==> config.mk <==
export PLATFORM = sky130hd
export DESIGN_NAME = systolic_array_is_ctrl
export DESIGN_NICKNAME = d
export VERILOG_FILES = /design/src/rtl/systolic_array_is_ctrl.sv
export SDC_FILE = /design/constraint.sdc
export NUM_CORES = 1
export LEC_CHECK = 0
export CORE_MARGIN = 2
export CORE_UTILIZATION = 49
export CTS_BUF_LIST = sky130_fd_sc_hd__clkbuf_8
export DETAILED_ROUTE_END_ITERATION = 7
export PLACE_DENSITY = 0.81
export RECOVER_POWER = 100
export SLEW_MARGIN = 20
export SYNTH_ARGS = -nofsm -noshare
export SYNTH_HDL_FRONTEND = slang
export SYNTH_SLANG_ARGS = --single-unit
==> constraint.sdc <==
create_clock -name clk -period 3.05 [get_ports clk]
set_input_delay 0.61 -clock clk [delete_from_list [all_inputs] [get_ports clk]]
set_output_delay 0.61 -clock clk [all_outputs]
set_load 0.005 [all_outputs]
==> src/rtl/systolic_array_is_ctrl.sv <==
// rtl/systolic_array_is_ctrl.sv - input-stationary systolic array sequencer
// Runs LOAD -> STREAM (weights, drain, results) -> FIN for one tile per start.
module systolic_array_is_ctrl #(
  parameter int ARRAY_HEIGHT  = 4,
  parameter int ARRAY_WIDTH   = 4,
  parameter int OUT_LATENCY   = ARRAY_HEIGHT + ARRAY_WIDTH,
  parameter int VEC_CNT_WIDTH = 8,
  parameter int ADDR_WIDTH    = 8
) (
  input  logic                     clk,
  input  logic                     rst,
  input  logic                     start,
  input  logic [VEC_CNT_WIDTH-1:0] cfg_num_vec,
  output logic                     busy,
  output logic                     done,
  output logic                     input_en,
  output logic                     process_en,
  output logic [ADDR_WIDTH-1:0]    in_rd_addr,
  output logic                     wt_rd_en,
  output logic [ADDR_WIDTH-1:0]    wt_rd_addr,
  output logic                     out_valid,
  input  logic                     out_ready,
  output logic [ADDR_WIDTH-1:0]    out_addr
);

  // t must hold OUT_LATENCY + max(N) without wrapping
  localparam int T_NEED = $clog2(OUT_LATENCY + (2 ** VEC_CNT_WIDTH));
  localparam int T_W    = (T_NEED > VEC_CNT_WIDTH + 1) ? T_NEED : VEC_CNT_WIDTH + 1;
  localparam int LC_W   = (ARRAY_HEIGHT > 1) ? $clog2(ARRAY_HEIGHT) : 1;

  typedef enum logic [1:0] {IDLE, LOAD, STREAM, FIN} state_t;

  state_t                   state, state_next;
  logic [VEC_CNT_WIDTH-1:0] num_vec;
  logic [LC_W-1:0]          load_cnt;
  logic [T_W-1:0]           t;
  logic [T_W-1:0]           n_ext;
  logic [T_W-1:0]           res_end;
  logic                     last_load;

  assign n_ext     = T_W'(num_vec);
  assign res_end   = n_ext + T_W'(OUT_LATENCY);
  assign last_load = (load_cnt == LC_W'(ARRAY_HEIGHT - 1));

  always_ff @(posedge clk) begin
    if (rst) begin
      state    <= IDLE;
      num_vec  <= '0;
      load_cnt <= '0;
      t        <= '0;
    end else begin
      state <= state_next;
      case (state)
        IDLE: begin
          if (start) begin
            num_vec  <= cfg_num_vec;
            load_cnt <= '0;
            t        <= '0;
          end
        end
        LOAD: begin
          load_cnt <= last_load ? '0 : load_cnt + 1'b1;
          t        <= '0;
        end
        STREAM: begin
          if (process_en) t <= t + 1'b1;
        end
        default: begin
          load_cnt <= '0;
          t        <= '0;
        end
      endcase
    end
  end

  always_comb begin
    state_next = state;
    busy       = 1'b0;
    done       = 1'b0;
    input_en   = 1'b0;
    process_en = 1'b0;
    in_rd_addr = '0;
    wt_rd_en   = 1'b0;
    wt_rd_addr = '0;
    out_valid  = 1'b0;
    out_addr   = '0;
    case (state)
      IDLE: begin
        if (start) state_next = LOAD;
      end
      LOAD: begin
        busy       = 1'b1;
        input_en   = 1'b1;
        in_rd_addr = ADDR_WIDTH'(load_cnt);
        if (last_load) state_next = (num_vec != '0) ? STREAM : FIN;
      end
      STREAM: begin
        busy       = 1'b1;
        wt_rd_en   = (t < n_ext);
        // Past the last weight the address parks on N-1; weights are zeroed by wt_rd_en
        wt_rd_addr = wt_rd_en ? ADDR_WIDTH'(t) : ADDR_WIDTH'(n_ext - 1'b1);
        out_valid  = (t >= T_W'(OUT_LATENCY)) && (t < res_end);
        out_addr   = out_valid ? ADDR_WIDTH'(t - T_W'(OUT_LATENCY)) : '0;
        process_en = !(out_valid && !out_ready);
        if (out_valid && out_ready && (t == res_end - 1'b1)) state_next = FIN;
      end
      default: begin
        busy       = 1'b1;
        done       = 1'b1;
        state_next = IDLE;
      end
    endcase
  end

endmodule

# ---- Word level (Yosys, flattened, before mapping)
# Index checks and enable logic that the tools add are counted.
dict set report word_totals {
  reg_bits 21
  output_inout_bits 30
}
dict set report op_classes {
  n_bitwise 1
  n_lt_le_gt_ge 3
  reduce_logical 13
  addsub 6
  n_eq_ne 8
  muxes 22
}
# cell n
set ops {}
lappend ops {{$mux 8} 4}
lappend ops {{$mux 9} 2}
lappend ops {{$pmux 9 s2} 1}
lappend ops {{$mux 2} 6}
lappend ops {{$pmux 2 s3} 2}
lappend ops {{$add 8x4->9 const B} 1}
lappend ops {{$add 9x1->9 const B} 1}
lappend ops {{$eq 9x9->1} 1}
lappend ops {{$ge 9x4->1 const B} 1}
lappend ops {{$lt 9x8->1} 1}
lappend ops {{$lt 9x9->1} 1}
lappend ops {{$sub 9x1->9 const B} 1}
lappend ops {{$ne 2x2->1 const B} 4}
lappend ops {{$reduce_bool 8->1} 1}
lappend ops {{$sub 8x1->8 const B} 1}
lappend ops {{$sub 8x4->8 const B} 1}
lappend ops {{$mux 1} 7}
lappend ops {{$reduce_and 2->1} 3}
lappend ops {{$eq 2x2->1 const B} 2}
lappend ops {{$logic_and 1x1->1} 4}
lappend ops {{$reduce_and 3->1} 1}
lappend ops {{$reduce_or 3->1} 1}
lappend ops {{$add 2x1->2 const B} 1}
lappend ops {{$eq 2x1->1 const B} 1}
lappend ops {{3 further kinds} 4}

# ---- Depth between registers and ports, before layout
# Gate-level depths: netlist of the first run.
dict set report depth {
  word_depth 8
  ltp_mapped 12
  ltp_nobuf 10
}

# ---- Least setup slack after synthesis of the first run
# Ideal clock, no wire load.
dict set report synth_timing {
  path_kind {reg-to-output}
  from {register num_vec[3]}
  to {output out_addr[7]}
  required_ns 2.440
  setup_slack_ns -0.097
  path_buffers 2
  path_stages_with_launch 12
  t_arrival_ns 2.537
  path_cell_list {dfxtp_1 -> clkbuf_2 -> inv_1 -> ha_1 -> inv_1 -> ha_1 -> a21o_1 -> a21o_1 -> o221a_2 -> or3_1 -> clkbuf_1 -> a21oi_1}
}
dict set report synth_via {
  elab_chain_cells 5
}
# element line
set synth_lines {}
lappend synth_lines {{from (decl)} 34} ;# logic [VEC_CNT_WIDTH-1:0] num_vec;
lappend synth_lines {{from (signal assigned)} 56} ;# num_vec <= cfg_num_vec;
lappend synth_lines {{$add 8x4->9} 42} ;# assign res_end = n_ext + T_W'(OUT_LATENCY);
lappend synth_lines {{$lt 9x9->1} 102} ;# out_valid = (t >= T_W'(OUT_LATENCY)) && (t < res_end);
lappend synth_lines {{$logic_and 1x1->1} 102}
lappend synth_lines {{$mux 8} 103} ;# out_addr = out_valid ? ADDR_WIDTH'(t - T_W'(OUT_LATENCY)) : '0;
lappend synth_lines {{$mux 8} 87} ;# case (state)
lappend synth_lines {{to (decl)} 23} ;# output logic [ADDR_WIDTH-1:0] out_addr
# Every way passes these cells.

# ---- Worst setup path after layout of the first run
dict set report layout_timing {
  from {register num_vec[4]}
  to {output out_addr[6]}
}
# The elaborated chain is that of the path after synthesis.

==> results of run 1 <==
## routing by layer
metal	global-route usage [%]	share of wire [%]	vias up
li1	-	-	1153
met1	35.3	36	1247
met2	53.4	51	153
met3	4.65	7.6	46
met4	11.3	5.0	0
met5	0	0	-
## worst paths after layout
check	endpoint	startpoint	slack, ps	depth (start not counted)
setup / recovery	out_addr[6]	num_vec[4]$_SDFFE_PP0P_	-180	10
setup reg to reg	t[7]$_SDFFE_PP0P_	num_vec[4]$_SDFFE_PP0P_	20	11
hold / removal	load_cnt[1]$_SDFFE_PP0P_	load_cnt[1]$_SDFFE_PP0P_	480	2
hold reg to reg	load_cnt[1]$_SDFFE_PP0P_	load_cnt[1]$_SDFFE_PP0P_	480	2
## worst max-delay path, cell delays in order, from the launching register on
cell and delay, ps:
dfxtp_4 410, ha_4 190, xor2_2 210, inv_1 140
ha_4 240, nand3b_1 130, a21oi_2 70, o221a_4 290
or3_4 420, nor2_2 120, buf_2 120
## layout make-up
class	instances	area [sq um]	area share (%)
Multi-Input combinational cell	217	1770	55.6
Timing Repair Buffer	99	771	24.2
Sequential cell	21	435	13.7
Clock inverter	1	3.75	0.118
Tap cell	50	62.6	1.97
Inverter	25	98.8	3.11
Clock buffer	3	41.3	1.30
## synthesized netlist by cell type (all sizes together)
master	number	area share, %
nor3	5	1.2
o221ai	1	0.42
nor4b	1	0.42
and4	1	0.42
a21o	3	1.1
a211oi	17	6.1
and2	5	1.5
inv	25	4.5
clkbuf	10	1.8
o221a	1	0.53
o31ai	3	1.1
nor4bb	1	0.48
or3	7	2.1
a21oi	24	5.7
or2	1	0.30
o41ai	1	0.77
nor2b	2	0.59
or3b	1	0.53
nor4	4	1.2
buf	10	3.0
nand4	2	0.59
a31o	2	0.83
mux2	1	0.53
o22ai	1	0.30
a31oi	1	0.30
mux2i	2	0.95
a21boi	1	0.36
xor2	3	1.2
o21ai	7	1.7
or4	3	1.1
nand3b	3	1.1
a311oi	3	1.2
ha	26	15
nor2	14	2.5
xnor3	1	1.1
nand2	21	3.7
xnor2	17	7.1
nand3	16	3.8
o21a	1	0.36
nand2b	7	2.1
conb	1	0.18
dfxtp	21	20
## sequential cells by signal (all words and copies together), names as in the netlist
name	count
load_cnt	2
t	9
num_vec	8
state	2
## kinds of logic after synthesis
| kind of cell | synth area share [%] |
|---|---|
| simple gates | 23.5 |
| compound gates | 20.7 |
| buf+inv | 9.33 |
| fa+ha+maj | 15.4 |
| xor+xnor | 9.39 |
| flops | 20.0 |
| mux | 1.49 |
| other cells | 0.178 |
## per-stage QoR
stage	setup TNS [ps]	hold WS, ps	util, %	instances
floorplan	0	444	-	282
global placement	-4720	459	69.7	396
detailed placement	-6290	458	69.7	396
CTS	-376	471	74.4	411
global route	-2590	500	78.4	416
finish	-1530	478	78.4	416
## power by group
group	switching, uW	internal [uW]	total [uW]	leakage [uW]
Sequential	47.6	316	363	0.000174
Combinational	644	551	1200	0.00116
Clock	113	90.7	203	0.0000269
Total	805	958	1760	0.00136
## repair_timing
item,CTS,global route
hold buffers,0,0
endpoints found under the setup margin,19,18
cloned,1,0
buffers inserted,10,5
gates resized for setup,98,30
pin swaps,18,16
==> results summary, run 1 <==
The run finished, with violations left. The final reports fail on negative setup slack. The slew at the pin closest to its max-slew limit came out at 759 ps. The highest fanout seen on the critical path is 5. The count of antenna-violating nets left after detailed routing is 0. For this block, the initial DRC count from the detailed router was roughly 250. The number of pins exceeding their max-slew limit in the final report came to 0. Headroom to the max-slew limit came out at about half. The largest net degree at the start of global routing came out at 18.

Setup violations remaining at the end of the flow were counted as 10. The initial antenna violation count is 0. The total power per unit cell area came out at ~550 mW/mm^2. The net count reported at finish is about 410. The path class of the lowest-slack min-delay path is flop to flop. The upper clock frequency limit is a little over 300 MHz. The filler cell count came out at 264.

The area of the core came out at ~0.0041 sq mm. The ratio of routed vias to standard cells is ~6.2. The synthesis warning total is 0.

Buffers inserted during clock tree synthesis total 3. With fillers left out, the area of the finished cells amounts to around 0.0032 sq mm. For this block, the routed nets add up to 8.18 mm of wire.

The placed instances occupy a cell area of 0.00283 sq mm. In this run the horizontal extent of the chip is 69.6 um. The number of failing hold endpoints at the final stage came to 0. The data arrival at the endpoint of the critical path is between 2000 and 3000 ps. The maximum level of the CTS H-tree came out at 1.

The global-route wire length before repair is around 11 mm. The total number of vias came out at around 2600. The proportion of layout cells with a drive suffix above 1 came out at 37.2%. The later-pin clock latency in the skew report came out at roughly 280 ps.

The pre-CTS setup slack came out at -424 ps. Clock-pin slew was measured on the worst setup and hold paths at approximately 90 ps. The per-cell routed wire length came out at approximately 20 um. Counting distinct cell types in the post-synthesis netlist gives 47. The worst path required time is 2440 ps. The worst-case clock skew is a little under 10 ps. The leakage power of the design is between 0.001 and 0.0015 uW. The area of the mapped netlist is 0.00211 sq mm. The total of buffers placed on input and output ports came out at 35. The time the final worst path needs with I/O delays and setup came out at ~3200 ps.

The peak supply drop is 496 uV. The number of sinks handled by clock tree synthesis came out at 21. After detailed routing, the number of remaining DRC violations is 0. After synthesis, the mean cell area works out to ~7.6 sq um. TritonCTS built the clock tree. Leaving out fill and tap cells, the most frequent cell in the layout is buf_4. The height of the chip came out at between 60 and 70 um. The HPWL after detailed placement came out at approximately 5.0 mm. The detailed-routing iteration count for the pre-antenna-repair pass came out at 6. The initial utilization of the core area, before any placement, comes to 51.9%. The aggregate global routing overflow is 0.

The count of mapped cells out of synthesis is roughly 280. Of the synthesized area, sequential elements account for 20.0%. The die area came out at approximately 0.0048 sq mm.

The setup path with the least slack is of type flop to output pin. Across the run, the number of max-cap violations was 0. The library cells used most frequently in the layout, excluding fill and tap cells, are 60 x buf_4, 22 x inv_1, 20 x nand2_1, 19 x a21oi_1, 19 x ha_1. Dividing the final minimum period by the clock period gives 106%. The worst-case setup margin in the final layout came out at -185 ps. Setup repair after global routing could not meet its margin everywhere. Routability-driven placement finished with a final weighted congestion of 0.915. In this run, synthesis produced a sequential element count of 21. The number of antenna cells inserted is 0. The total power came out at around 1800 uW. The area growth from synthesis to final layout is 51.0%. The number of global-route vias before repair came out at about 2400. The total track usage is 29.7%.

No sink is reached through more buffers than the 2 on the longest clock path. The type of destination of the critical path is an output pin. The cell sitting at the root of the clock tree is a clkbuf_8. During I/O placement, the number of pins put on the boundary was 42.

The placement row count is 23. The kind of launch point of the worst setup path is a flop.
Power figures use the tool's default switching activity.
==> run 2: changes to the inputs <==
- GPL_ROUTABILITY_DRIVEN: unset -> 0
==> run 2 against run 1 <==
Against the previous run: the flow still finishes with violations (negative setup slack); register-to-register slack better by 90 ps; cell count is 0.48% lower; sequential share of layout area is 0.084 points lower; global-route usage is 1.3 points higher; count of clock-buffer cells in the layout is the same; via count shrank 0.96%; critical path depth is 1 higher; clock power barely moved.
==> results summary, run 2 (same netlist as run 1, synthesis figures left out) <==
The data arrival at the endpoint of the critical path came out at about 2700 ps. The flop-to-flop setup slack is about 110 ps. The maximum level of the CTS H-tree is 1. The clock root buffer is clkbuf_8. The register with the most flip-flops in the layout has 9 of them. The worst path required time came out at around 2400 ps. The overall die width is 69.6 um. The upper clock frequency limit is 305 MHz.

The global-route track usage on met3 came out at between 4 and 5%. The number of buffers created by CTS came out at 3. The signal on the critical path passes through inv_4 -> ha_4 -> inv_2 -> ha_4 -> a21o_1 -> a21o_1 -> o221a_4 -> or3_4 -> buf_6 -> nor2_4 -> buf_2. Dividing the detail-routed wire length by the instance count gives just under 20 um. The detailed router finished its first iteration with 253 violations. The area of the core is between 0.004 and 0.005 sq mm.

The global-route wire length before repair came out at between 10 and 15 mm. STA classifies the critical path endpoint as an output pin. The placement row count is 23. Counting along the longest clock path gives a buffer depth of 2. Along the worst path, the maximum fanout reaches 4.

The number of primary I/O pins came out at between 40 and 50. Summed over all layers, the global routing overflow is 0. In this run the static leakage power is around 0.0013 uW.

The combined area of the multi-input logic cells is about 0.0018 sq mm. The path class of the lowest-slack min-delay path is flop to flop. The total number of vias came out at around 2600. The biggest cell delay along the critical path came out at 420 ps.

After detailed routing, the number of vias per cell comes to 6.22. Final hold analysis gives a worst-case slack of 490 ps. The total track usage came out at between 30 and 40%.

The worst-case setup margin in the final layout is -224 ps. The number of sinks handled by clock tree synthesis came out at 21. Among cell families on the critical path, the largest total delay comes from compound AO/OA/AOI/OAI gates. The count of buffers added on input and output ports is 35. The total power per unit cell area came out at about 540 mW/mm^2.

The detailed-routing iteration count for the pre-antenna-repair pass came out at 5. The number of global-route vias before repair came out at between 2000 and 2500. At the later pin of the worst-skew pair, clock insertion delay measures between 200 and 300 ps.

The starting utilization of the core area is 51.9%. Setup repair after global routing could not meet its margin everywhere. The number of maximum-capacitance violations came out at 0.

VDD sags by at most about 280 uV. The die area came out at between 0.004 and 0.005 sq mm. For met1 alone, demand over resource in global routing was between 30% and 40%.

The count of unresolved DRC violations after routing came out at 0. Entering global routing, the biggest net connects 17 pins. Among all stages on the critical path, the largest delay is contributed by or3_4.

The net count reported at finish is about 400. The number of failing hold endpoints at the final stage is 0. The total wirelength of the detailed-routed design came out at 7.95 mm.

met2 is the most crowded layer. The number of pins exceeding their max-slew limit in the final report came out at 0. The largest registers in the layout are t: 9 flops, num_vec: 8 flops.

The sequential cell area is between 400 and 500 sq um. The library cell used most frequently in the layout, excluding fill and tap cells, is buf_4. The initial antenna violation count was 0. The final-report setup violation count came out at 9. In the layout the commonest cells are 57 x buf_4, 20 x inv_1, 20 x nand2_1, 20 x ha_1, 19 x a21oi_1. Before CTS, the worst setup slack after placement is -435 ps. The run finished, with violations left. The final reports fail on negative setup slack. The slew at the pin closest to its max-slew limit came out at approximately 700 ps.

Together, buffers and inverters on the worst path number 4. More flip-flops sit in one register than any other, and that register is t. Across the routed clock network, the largest skew measured is between 1 and 1.5 ps. TritonCTS built the clock tree. For this run, global-route usage on met2 was measured as between 50% and 60%. The relative max-transition margin is 51.9%.

Of the cells placed in the final design, the portion with a size suffix greater than 1 is a little over a third. The filler cells instantiated in the layout total 246. The time the final worst path needs with I/O delays and setup came out at 3270 ps. The HPWL after detailed placement is 4.80 mm. The fraction of the cycle the final worst path needs is 107%.

The kind of launch point of the worst setup path is a flop. The kind of critical path is flop to output pin. The number of antenna cells inserted came out at 0. The area growth from synthesis to final layout is 51.0%. The height of the chip is about 70 um. The clock input transition at the sequential cells of the worst setup and hold paths came out at 90 ps.

The count of antenna-violating nets left after detailed routing came out at 0.
## run 2: power breakdown
group	switching (uW)	internal, uW	leakage, uW	total, uW
logic	623	526	0.00115	1150
registers	43.6	314	0.000173	358
clock network	109	91.7	0.0000255	200
## run 2: path summary, 6_finish.rpt
check | from | endpoint | cells past startpoint
max | num_vec[3]$_SDFFE_PP0P_ | out_addr[5] | 11
min | load_cnt[1]$_SDFFE_PP0P_ | load_cnt[1]$_SDFFE_PP0P_ | 2
max reg2reg | num_vec[4]$_SDFFE_PP0P_ | t[7]$_SDFFE_PP0P_ | 12
min reg2reg | load_cnt[1]$_SDFFE_PP0P_ | load_cnt[1]$_SDFFE_PP0P_ | 2
## run 2: tightest hold or removal path, cell delays in order, from the launching register on
cell and delay [ps]:
dfxtp_1 330, nand2_1 60, a21oi_1 60
## run 2: area by class of cell
type,instances,share of cell area [%]
Multi-Input combinational cell,217,55.6
Timing Repair Buffer,97,24.3
Sequential cell,21,13.6
Inverter,25,3.11
Tap cell,50,1.97
Clock buffer,3,1.30
Clock inverter,1,0.157
## run 2: metrics by stage
step	area, sq um	util [%]	std cells	setup TNS, ps	power, uW
2_1_floorplan	2150	-	282	0	922
3_3_place_gp	2810	69.3	394	-4780	1280
3_5_place_dp	2810	69.3	394	-5910	1310
4_1_cts	3070	75.7	407	-574	1600
5_1_grt	3180	78.4	414	-1810	1790
6_report	3180	78.4	414	-1290	1710
## run 2: timing repair
action	CTS	global route
hold buffers	0	0
pin swaps	16	14
cloned	1	0
setup endpoints to repair	19	20
gates resized for setup	86	41
buffers inserted	8	7
## run 2: per-layer routing
metal / vias to the layer above / share of wire (%)
li1: 1148 / -
met1: 1228 / 37
met2: 151 / 49
met3: 47 / 8.4
met4: 0 / 5.2
met5: - / 0
==> run 3: changes to the inputs <==
- REMOVE_ABC_BUFFERS: unset -> 1
==> run 3 against run 2 <==
Against the previous run: routed wire length rose by 3.2%; largest power group unchanged; via count rose by 3.9%; the run still ends with negative setup slack left; sequential share of layout area fell by 0.074 points; critical path type unchanged; worst hold slack got worse by 13 ps; utilization rose by 1.1 points; cell area rose by 1.4%; setup slack improved by 7.9 ps.
==> results summary, run 3 (same netlist as run 1, synthesis figures left out) <==
The run finished, with violations left. The final reports fail on negative setup slack. The number of sinks handled by clock tree synthesis came out at 21.

Of the total power, combinational logic draws between 60% and 70%. The worst setup path is launched from a flop. The ratio of routed vias to standard cells is 6.31. The register with the most flip-flops in the layout has 9 of them.

The number of buffers created by CTS came out at 3. The path class of the lowest-slack min-delay path is flop to flop. The number of primary I/O pins came out at between 40 and 50. The placement row count came out at 23.

At the worst endpoint, the arrival time is 2660 ps. The relative max-transition margin is between 50% and 60%. Relative to the synthesized area, the layout overhead comes to 53.2%.

The filler cell count is approximately 250. The clock tree from TritonCTS is yes. The fraction of the cycle the final worst path needs came out at 107%. The overall die width came out at a little under 70 um. The HPWL after detailed placement came out at 4.77 mm. The internal power component came out at ~950 uW. Summed over all cells, the static leakage comes to around 0.0014 uW. The clock group share of total power came out at a little over a tenth. The die area came out at around 0.0048 sq mm.

The number of global-route vias before repair came out at about 2500. The worst path required time came out at 2440 ps. For this run the aggregate overflow at the end of global routing stands at 0. The switching share of power is between 40% and 50%.

The global-route wire length before repair came out at 11.9 mm. The number of antenna cells inserted came out at 0. The number of pins exceeding their max-slew limit in the final report is 0. Leaving out fill and tap cells, the most frequent cell in the layout is buf_4. The slew at the pin closest to its max-slew limit came out at 704 ps. The total power per unit cell area came out at ~540 mW/mm^2. The worst-case setup margin in the final layout came out at -216 ps.

STA classifies the critical path endpoint as an output pin. The largest net degree at the start of global routing is 18. Setup repair after global routing could not meet its margin everywhere. The initial antenna violation count is 0.

Once detail routing completed, the nets flagged for antenna violations numbered 0. The area of the core is about 0.0041 sq mm. VDD sags by at most roughly 310 uV.

The share of total power dissipated in sequential elements is 20.7%. In this run the power spent charging and discharging nets is a little under 800 uW. The largest registers in the layout are t: 9 flops, num_vec: 8 flops.

The later-pin clock latency in the skew report came out at 270 ps. The number of failing hold endpoints at the final stage is 0. By startpoint and endpoint, the worst setup path is classified as flop to output pin. For this run, the share of the core covered by cells in the final layout is about four fifths. The total number of vias came out at 2674. The upper clock frequency limit came out at 306 MHz. The master of the slowest instance on the critical path is dfxtp_4.

Setup total negative slack on the finished layout was measured at -1590 ps. The height of the chip came out at 69.6 um. The register with the most flip-flops is t. The number of DRC markers after the initial detailed-route iteration is 260. The starting utilization of the core area came out at slightly above 50%. The clock input transition at the sequential cells of the worst setup and hold paths is 80 ps. The per-cell routed wire length came out at approximately 19 um. Wires add up to between 8 and 9 mm. The detailed-routing iteration count for the pre-antenna-repair pass is 5. In this run the worst path has a maximum fanout of 3. Counting I/O delays and the setup requirement, the final critical path takes between 3000 and 4000 ps. The worst-case clock skew is approximately 6.7 ps.

The hold buffer count at cts came out at 0. In the layout the commonest cells are 64 x buf_4, 20 x inv_1, 20 x nand2_1, 19 x a21oi_1, 19 x ha_1. In this run the tool buffered the top-level ports with 35 buffer cells. Walking the worst path, the cells encountered are inv_4 -> ha_4 -> inv_2 -> ha_4 -> a21o_1 -> a21o_1 -> o221a_4 -> or3_4 -> buf_4 -> buf_6 -> inv_2 -> clkbuf_2. The proportion of layout cells with a drive suffix above 1 is 38.0%. The number of maximum-capacitance violations came out at 0. In this run the clock root is driven by a clkbuf_8. The total track usage came out at between 30% and 40%.

In this run the deepest clock path goes through 2 buffers. The net count reported at finish is approximately 410. Setup violations remaining at the end of the flow were counted as 11. The maximum level of the CTS H-tree came out at 1. In the routed design, unresolved DRC markers number 0. The largest single stage delay on the critical path is approximately 400 ps.
## run 3: timing repair
| item | CTS | global route |
|---|---|---|
| pin swaps | 7 | 15 |
| buffers inserted | 12 | 10 |
| endpoints found under the setup margin | 19 | 18 |
| gates resized for setup | 70 | 58 |
| gates cloned | 2 | 0 |
## run 3: worst paths after layout
path | start | to | slack, ps | cells after the start
max | num_vec[4]$_SDFFE_PP0P_ | out_valid | -220 | 12
min | load_cnt[1]$_SDFFE_PP0P_ | load_cnt[1]$_SDFFE_PP0P_ | 480 | 2
max reg2reg | t[4]$_SDFFE_PP0P_ | t[8]$_SDFFE_PP0P_ | 220 | 9
min reg2reg | load_cnt[1]$_SDFFE_PP0P_ | load_cnt[1]$_SDFFE_PP0P_ | 480 | 2
## run 3: layout make-up
type | instances | area, sq um | share of cell area, %
Sequential cell | 21 | 437 | 13.5
Inverter | 25 | 98.8 | 3.06
Clock inverter | 1 | 5.00 | 0.155
Clock buffer | 3 | 41.3 | 1.28
Tap cell | 50 | 62.6 | 1.94
Timing Repair Buffer | 107 | 822 | 25.5
Multi-Input combinational cell | 217 | 1760 | 54.5
## run 3: metrics by stage
stage               total power, uW  instance area [sq um]  instances  setup WS [ps]  hold WS (ps)
finish                         1740                   3230        424           -216           477
global route                   1820                   3230        424           -267           503
CTS                            1580                   3080        414           -165           478
detailed placement             1290                   2810        397           -403           467
global placement               1260                   2810        397           -324           457
floorplan                       885                   2020        262          -38.5           438
## run 3: metal layers
metal	vias up	GRT usage, %	share of wire, %
li1	1166	-	-
met1	1243	37.2	37
met2	206	52.7	47
met3	59	4.22	9.1
met4	0	15.0	6.2
met5	-	0	0
## run 3: power by group through the flow
stage	Combinational, uW	Sequential [uW]	Clock [uW]
global route	1260	364	202
floorplan	529	357	0
finish	1190	361	187
global placement	917	347	0
detailed placement	944	349	0
CTS	1050	346	193
## run 3: critical path, delay by kind of cell, from the launching register on
family                   cells  cell delay (ps)
AND/OR/NAND/NOR              1              360
AO/OA/AOI/OAI                3              680
adder cells (fa/ha/maj)      2              480
buffers and inverters        6              480
flip-flops                   1              400
